--- config.mk ---
export PLATFORM = sky130hd
export DESIGN_NAME = bcd_mult_sequencer
export DESIGN_NICKNAME = d
export VERILOG_FILES = /design/src/rtl/bcd_pkg.sv /design/src/rtl/bcd_digit_mult.sv /design/src/rtl/bcd_mult_sequencer.sv
export SDC_FILE = /design/constraint.sdc
export NUM_CORES = 1
export LEC_CHECK = 0
export ABC_AREA = 1
export CAP_MARGIN = 40
export CORE_MARGIN = 1.5
export CORE_UTILIZATION = 40
export CTS_CLUSTER_DIAMETER = 50
export DETAILED_ROUTE_END_ITERATION = 6
export GPL_TIMING_DRIVEN = 0
export SLEW_MARGIN = 20
export SYNTH_ARGS = -nofsm -noshare
export SYNTH_HDL_FRONTEND = slang
export SYNTH_SLANG_ARGS = --single-unit
--- constraint.sdc ---
create_clock -name clk -period 15.3 [get_ports clk]
set_input_delay 3.06 -clock clk [delete_from_list [all_inputs] [get_ports clk]]
set_output_delay 3.06 -clock clk [all_outputs]
set_load 0.05 [all_outputs]
--- src/rtl/bcd_pkg.sv ---
// Shared BCD types and digit-level helpers for the sequenced multiplier.
package bcd_pkg;

    localparam int DIGIT_W = 4;
    localparam logic [DIGIT_W-1:0] BCD_INVALID = 4'hF;

    typedef enum logic [1:0] {
        IDLE,
        CHECK,
        MULT,
        DONE
    } state_t;

    typedef struct packed {
        logic               carry;
        logic [DIGIT_W-1:0] digit;
    } bcd_sum_t;

    function automatic logic bcd_digit_ok(input logic [DIGIT_W-1:0] d);
        return d <= 4'd9;
    endfunction

    // Inputs are valid digits, so the raw sum never exceeds 19 and one +6 fixes it.
    function automatic bcd_sum_t bcd_add_digit(input logic [DIGIT_W-1:0] x,
                                               input logic [DIGIT_W-1:0] y,
                                               input logic               cin);
        logic [4:0] s;
        bcd_sum_t   r;
        s = {1'b0, x} + {1'b0, y} + {4'b0, cin};
        if (s > 5'd9) begin
            s       = s + 5'd6;
            r.carry = 1'b1;
        end else begin
            r.carry = 1'b0;
        end
        r.digit = s[3:0];
        return r;
    endfunction

endpackage

--- src/rtl/bcd_digit_mult.sv ---
// One BCD digit times one BCD digit, combinational; result is two BCD digits.
// Operands are validated upstream, so values above 9 are never presented.
module bcd_digit_mult
    import bcd_pkg::*;
(
    input  logic [DIGIT_W-1:0]   x_i,
    input  logic [DIGIT_W-1:0]   y_i,
    output logic [2*DIGIT_W-1:0] p_o
);

    logic [6:0]         prod;
    logic [DIGIT_W-1:0] tens;
    logic [DIGIT_W-1:0] ones;

    always_comb begin
        prod = {3'b0, x_i} * {3'b0, y_i};
        tens = 4'(prod / 7'd10);
        ones = 4'(prod % 7'd10);
        p_o  = {tens, ones};
    end

endmodule

--- src/rtl/bcd_mult_sequencer.sv ---
// Multi-digit BCD multiplier: one digit pair per clock through a shared digit
// multiplier, partial products rippled into a BCD accumulator at offset i+j.
module bcd_mult_sequencer
    import bcd_pkg::*;
#(
    parameter int DIGITS = 2
) (
    input  logic                    clk,
    input  logic                    reset,
    input  logic                    start_valid,
    output logic                    start_ready,
    input  logic [4*DIGITS-1:0]     a,
    input  logic [4*DIGITS-1:0]     b,
    output logic                    res_valid,
    input  logic                    res_ready,
    output logic [8*DIGITS-1:0]     res,
    output logic                    err,
    output logic                    busy
);

    localparam int IDX_W = (DIGITS > 1) ? $clog2(DIGITS) : 1;
    localparam logic [IDX_W-1:0] LAST_IDX = IDX_W'(DIGITS - 1);

    state_t                  state_q;
    logic [4*DIGITS-1:0]     a_q;
    logic [4*DIGITS-1:0]     b_q;
    logic [IDX_W-1:0]        i_q;
    logic [IDX_W-1:0]        j_q;
    logic [8*DIGITS-1:0]     acc_q;
    logic [8*DIGITS-1:0]     acc_d;
    logic [8*DIGITS-1:0]     res_q;
    logic                    err_q;
    logic                    res_vld_q;

    logic [DIGIT_W-1:0]      a_dig;
    logic [DIGIT_W-1:0]      b_dig;
    logic [2*DIGIT_W-1:0]    pp;
    logic [8*DIGITS-1:0]     addend;
    logic                    ops_ok;
    logic                    last_pair;

    assign start_ready = (state_q == IDLE);
    assign busy        = (state_q != IDLE);
    assign res_valid   = res_vld_q;
    assign res         = res_q;
    assign err         = err_q;

    assign a_dig     = a_q[int'(i_q)*DIGIT_W +: DIGIT_W];
    assign b_dig     = b_q[int'(j_q)*DIGIT_W +: DIGIT_W];
    assign last_pair = (i_q == LAST_IDX) && (j_q == LAST_IDX);

    bcd_digit_mult u_digit_mult (
        .x_i (a_dig),
        .y_i (b_dig),
        .p_o (pp)
    );

    always_comb begin
        ops_ok = 1'b1;
        for (int k = 0; k < DIGITS; k++) begin
            if (!bcd_digit_ok(a_q[k*DIGIT_W +: DIGIT_W]) ||
                !bcd_digit_ok(b_q[k*DIGIT_W +: DIGIT_W])) begin
                ops_ok = 1'b0;
            end
        end
    end

    // A carry out of the top digit is impossible for a DIGITSxDIGITS product and is dropped.
    always_comb begin
        int       off;
        logic     carry;
        bcd_sum_t s;
        addend = '0;
        off    = int'(i_q) + int'(j_q);
        addend[off*DIGIT_W +: DIGIT_W]     = pp[3:0];
        addend[(off+1)*DIGIT_W +: DIGIT_W] = pp[7:4];
        acc_d  = '0;
        carry  = 1'b0;
        for (int k = 0; k < 2*DIGITS; k++) begin
            s = bcd_add_digit(acc_q[k*DIGIT_W +: DIGIT_W], addend[k*DIGIT_W +: DIGIT_W], carry);
            acc_d[k*DIGIT_W +: DIGIT_W] = s.digit;
            carry = s.carry;
        end
    end

    always_ff @(posedge clk or posedge reset) begin
        if (reset) begin
            state_q   <= IDLE;
            a_q       <= '0;
            b_q       <= '0;
            i_q       <= '0;
            j_q       <= '0;
            acc_q     <= '0;
            res_q     <= '0;
            err_q     <= 1'b0;
            res_vld_q <= 1'b0;
        end else begin
            case (state_q)
                IDLE: begin
                    if (start_valid) begin
                        a_q     <= a;
                        b_q     <= b;
                        state_q <= CHECK;
                    end
                end
                CHECK: begin
                    if (!ops_ok) begin
                        res_q     <= {2*DIGITS{BCD_INVALID}};
                        err_q     <= 1'b1;
                        res_vld_q <= 1'b1;
                        state_q   <= DONE;
                    end else begin
                        acc_q   <= '0;
                        i_q     <= '0;
                        j_q     <= '0;
                        err_q   <= 1'b0;
                        state_q <= MULT;
                    end
                end
                MULT: begin
                    acc_q <= acc_d;
                    if (last_pair) begin
                        res_q     <= acc_d;
                        res_vld_q <= 1'b1;
                        state_q   <= DONE;
                    end else if (i_q == LAST_IDX) begin
                        i_q <= '0;
                        j_q <= j_q + IDX_W'(1);
                    end else begin
                        i_q <= i_q + IDX_W'(1);
                    end
                end
                DONE: begin
                    if (res_ready) begin
                        res_vld_q <= 1'b0;
                        state_q   <= IDLE;
                    end
                end
                default: state_q <= IDLE;
            endcase
        end
    end

endmodule

==> results of run 1 <==
==> cells in the mapped netlist, drive strengths merged (2+ instances only) <==
master and count:
xnor2 4, nor2 54, o211ai 4, or2 4, mux2 9, o311ai 2, clkbuf 7, dfrtp 54
o22ai 5, fa 11, nand4 2, o21bai 2, nor3 2, nand3 26, nand2 113, a31oi 2
inv 83, a21oi 34, o21ai 46, ha 39, xor2 12
==> kinds of logic (layout without fill, tap and decap cells) <==
| family | Yosys count | count (layout) | share of synthesized area (%) |
|---|---|---|---|
| flops | 54 | 54 | 32.8 |
| simple gates | 201 | 201 | 22.3 |
| fa+ha+maj | 50 | 50 | 17.2 |
| compound gates | 99 | 99 | 13.5 |
| buf+inv | 91 | 138 | 8.38 |
| mux | 9 | 9 | 2.46 |
| xor+xnor | 16 | 16 | 3.40 |
==> registers in the layout, summed over array words and instances, names as in the netlist <==
register / count
j_q: 1
res_valid: 1
res: 16
err: 1
acc_q: 16
b_q: 8
state_q: 2
i_q: 1
a_q: 8
==> per-layer routing <==
| layer | vias to the layer above | GRT usage (%) |
|---|---|---|
| met5 | - | 0 |
| met4 | 0 | 2.88 |
| met3 | 5 | 1.75 |
| met2 | 27 | 28.8 |
| met1 | 1582 | 22.8 |
| li1 | 1766 | - |
==> stage by stage <==
step                instance area, um2  util (%)  cells  hold WS, ns
floorplan                         4120         -    520        0.459
global placement                  4680      47.4    692        0.477
detailed placement                4680      47.5    692        0.479
CTS                               4770      48.4    700        0.506
global route                      4770      48.4    700        0.525
finish                            4770      48.4    700        0.506
==> worst max path at each step <==
stage	start	to	slack, ns	depth (start not counted)
2_1_floorplan	i_q	res[14]	4.36	67
3_3_place_gp	j_q	res[14]	3.41	68
3_5_place_dp	j_q	res[14]	3.11	68
4_1_cts	j_q	res[14]	3.10	68
5_1_grt	j_q	res[13]	2.22	68
6_report	j_q	res[14]	3.10	68
==> final cells by class <==
cell class	instances	area, um2
fillers	999	5090
multi-input cells	375	2430
flip-flops and latches	54	1350
repair buffers	39	390
inverters	83	314
well taps	133	166
clock buffers	7	86.3
plain buffers	8	33.8
clock inverters	1	5.00
==> critical path, delay by kind of cell, from the launching register on <==
kind                       cells  cell delay (ns)
adders and majority gates     15             5.31
and+or+nand+nor               27             2.90
AOI/OAI and AO/OA              9             1.55
buffers and inverters         14             1.06
DFF                            1             0.50
xor gates and xnor gates       2             0.48
muxes                          1             0.26
==> placed cells by master (no fill, tap or decap), types with 12 or more instances in the layout <==
cell type / instances
nand2_1: 97
inv_1: 78
nor2_1: 54
dfrtp_1: 54
o21ai_0: 41
ha_1: 39
clkdlybuf4s50_1: 39
a21oi_1: 32
nand3_1: 17
xor2_1: 12
==> results.md, run 1 <==
* Status: complete, no violations
* Post-CTS Hold Buffers at 0
* Top-area cell type share of the netlist area at 32.8%
* CP peak stage delay at between 0.5 and 0.6 ns
* Chip width at 105 um
* # DRC at 0
* GRT overflow at 0
* Distinct cells, synth at 34
* R2R setup slack at 3.10 ns
* Ys async rst share at 100%
* Gr usage total at roughly 17%
* TritonRoute pass-1 iters at 4
* Setup total negative slack at 0 ns
* Post-CTS sizing at 0
* Main synth FF type: dfrtp_1
* H-tree levels at 2
* First-pass GRT wire length at roughly 15000 um
* Vias in the first global route at 3459
* CP required at ~16 ns
* Worst-Margin Slew at 0.665 ns
* Peak fanout along the critical path at 10
* TritonCTS Buffers at 5
* Startpoint class of the critical path: flop
* Post-Route WL at between 8000 and 9000 um
* Max-Cap Viols at 0
* WP data arrival at 12.40 ns
* Core area at 0.00986 mm2
* Via density at approximately 4.8
* Setup WS pre-CTS at 3.11 ns
* Antenna Violating Nets Remaining at 0
* Mean Syn Cell Area at 7.93 um2
* Area grow syn2layout at 15.8%
* Row Count at 36
* Area of the die at 0.0109 mm2
* Worst skew pair latency at 0.30 ns
* Share of layout cells above drive strength 1 at 9.70%
* Worst min-delay path startpoint: err
* IO Count at 40
* Final hold vios at 0
* FF-to-FF End: res[14]
* Sequential element share of the synthesized area at 32.8%
* CTS tree: built
* CTS max path bufs at 2
* Number of diodes at 0
* Area contributors post-synth: dfrtp_1 33%, ha_1 12%, nand2_1 8.8%
* Crit path top cell by count: inv_1
* Final period utilization at approximately 80%
* Endpoint, Worst Hold: err
* Port Buffers at 39
* Achievable Freq at 81.9 MHz
* HPWL Detailed at 7050 um
* RR Startpoint: j_q
* Yosys warnings at 0
* Fin worst setup slack at 3.10 ns
* Crit path capture type: flop
* WL met2 at 4020 um
* Clk sinks at 54
* EDFF count, synth at 0
* R2R cell count at 68
* Clock root cell: clkbuf_8
* Vias at 3380
* Wire per inst at 12.3 um
* Cells after Synth at 520
* Setup CP Type: flop to flop
* Min Tclk post-route at 12.20 ns
* RSZ-0062 raised after global routing: no
* Synth Register Bits at 54
* Initial Utilization at 41.8%
* DR top layer: met4
* Setup bufs post-CTS at 0
* Endpoints failing setup at 0
* Die H at 105 um
* HP Class: flop to flop
* Largest area contributor in the netlist: dfrtp_1
* WHS Path Cells at 2
* Slowest-stage cell, CP: fa_1
* Syn Nets at roughly 600
* Slew headroom at 55.6%
* Slew Viols, Final at 0
* Clock transition at path regs at 0.09 ns
* Clk_skew at 0.00851 ns
* Largest net degree at the start of global routing at 55
* Met1 Wirelength at between 4000 and 5000 um
* Gpl congestion at 0.837
* Synthesized area at between 0.004 and 0.005 mm2
* Drt first-iter violations at 200
* Met3 WL at 127 um
* Initial antenna violation count at 0
* Final #Nets at 636
Power of run 1 is left out: the tool's default activity adds up to more than one toggle a clock period on the data nets, which glitch-free logic cannot reach.
==> run 2: changes to the inputs <==
==> constraint.sdc (replaced) <==
create_clock -name clk -period 11.5 [get_ports clk]
set_input_delay 2.3 -clock clk [delete_from_list [all_inputs] [get_ports clk]]
set_output_delay 2.3 -clock clk [all_outputs]
set_load 0.05 [all_outputs]
==> run 2 against run 1 <==
  * Non-clock buffer count grew 22
  * Wire length grew 6.3%
  * Clock skew shrank 0.0014 ns
  * Flip-flop and latch count is the same
  * Worst setup slack lost 2.6 ns
  * Register-to-register slack lost 2.6 ns
  * Count of clock-buffer cells in the layout is the same
  * Worst hold slack lost 0.0014 ns
  * Largest cell class unchanged
==> results.md, run 2 (synthesized netlist as in run 1, its figures left out) <==
* RR Startpoint: i_q
* WHS Path Cells at 2
* Fin worst setup slack at 0.528 ns
* Post-Route WL at 9180 um
* Fill cells at 955
* Commonest non-fill, non-tap cell in the layout: nand2_1
* Startpoint class of the critical path: flop
* H-tree levels at 2
* Endpoints failing setup at 0
* FF-to-FF End: acc_q[14]
* WP data arrival at 11.20 ns
* R2R cell count at 64
* Vias at ~3500
* Worst skew pair latency at 0.30 ns
* Port Buffers at 39
* Slew headroom at between 50% and 60%
* Largest net degree at the start of global routing at 55
* Final period utilization at between 90 and 100%
* Vias in the first global route at 3537
* Seq. cell area at between 0.001 and 0.0015 mm2
* Global routing usage on met1 at 23.4%
* GRT Max-Usage Layer: met2
* Initial antenna violation count at 0
* Multi-input logic area at 0.00266 mm2
* First-pass GRT wire length at 15700 um
* Row Count at 36
* GR Layer Usage met3 at 1.75%
* Setup WS pre-CTS at -0.691 ns
* Core area at 0.00986 mm2
* Antenna Violating Nets Remaining at 0
* Most frequent cells in the layout: 92 x nand2_1, 73 x inv_1, 53 x dfrtp_1
* Crit path capture type: flop
* HPWL Detailed at 7050 um
* Slowest-stage cell, CP: fa_1
* # DRC at 0
* Clk sinks at 54
* CP required at 11.72 ns
* WHS at 0.504 ns
* Max-Cap Viols at 0
* Worst min-delay path startpoint: res[13]
* TritonRoute pass-1 iters at 4
* Endpoint, Worst Hold: res[13]
* Initial Utilization at 41.8%
* Slew Viols, Final at 0
* Via density at 4.87
* GRT overflow at 0
* Met2 Usage GRT at 29.6%
* Clock root cell: clkbuf_8
* Clock transition at path regs at 0.10 ns
* Achievable Freq at approximately 91 MHz
* Drt first-iter violations at 160
* Area of the die at 0.0109 mm2
* IO Count at 40
* Area grow syn2layout at 25.7%
* Worst-Margin Slew at approximately 0.66 ns
* Min Tclk post-route at 10.97 ns
* Wire per inst at approximately 13 um
* Final #Nets at 658
* CTS tree: built
* Share of layout cells above drive strength 1 at 19.7%
* Number of diodes at 0
* Die H at between 100 and 150 um
* Clk_skew at 0.00708 ns
* HP Class: flop to flop
* Setup CP Type: flop to flop
* Gr usage total at 17.1%
* Chip width at 105 um
* Status: complete, no violations
* CTS max path bufs at 2
* R2R setup slack at 0.53 ns
* CP peak stage delay at 0.54 ns
* TritonCTS Buffers at 5
* Final hold vios at 0
* Gpl congestion at between 0.8 and 0.9
* Peak fanout along the critical path at 9
## run 2: how the worst max path moves through the flow
stage / start / endpoint / slack [ns] / cells past startpoint
after floorplan: i_q / res[14] / 0.56 / 67
after global placement: j_q / res[14] / -0.39 / 68
after detailed placement: j_q / res[14] / -0.69 / 68
after CTS: j_q / res[14] / 0.005 / 69
after global routing: j_q / res[14] / -0.09 / 71
final: i_q / acc_q[14] / 0.53 / 64
## run 2: timing repair
item,CTS,global route
buffers inserted,7,15
pin swaps,9,26
resized for setup,15,52
endpoints found under the setup margin,6,6
hold buffers,0,0
## run 2: area by class of cell
class	instances	share of cell area [%]
Multi-Input combinational cell	375	51.3
Sequential cell	54	26.1
Timing Repair Buffer	61	10.8
Inverter	83	6.11
Tap cell	133	3.21
Clock buffer	7	1.67
Buffer	8	0.724
Clock inverter	1	0.0966
## run 2: per-stage QoR
step	area, um2	std cells	utilization [%]	setup TNS [ns]
floorplan	4120	520	-	0
global placement	4680	692	47.4	-2.11
detailed placement	4680	692	47.5	-3.92
CTS	4860	707	49.3	0
global route	5180	722	52.5	-0.294
finish	5180	722	52.5	0
## run 2: critical path, delay by kind of cell, from the launching register on
kind                     cells  cell delay, ns
adder cells (fa/ha/maj)     15            4.99
AO/OA/AOI/OAI               10            1.52
XOR/XNOR                     2            0.38
flip-flops                   1            0.41
multiplexers                 1            0.32
AND/OR/NAND/NOR             23            2.38
buffers and inverters       13            0.91
## run 2: metal layers
layer / share of wire [%] / vias to the layer above
met1: 49 / 1659
li1: - / 1807
met2: 48 / 45
met3: 2.3 / 7
met4: 0.94 / 0
met5: 0 / -
Power of run 2 is left out for the same reason.
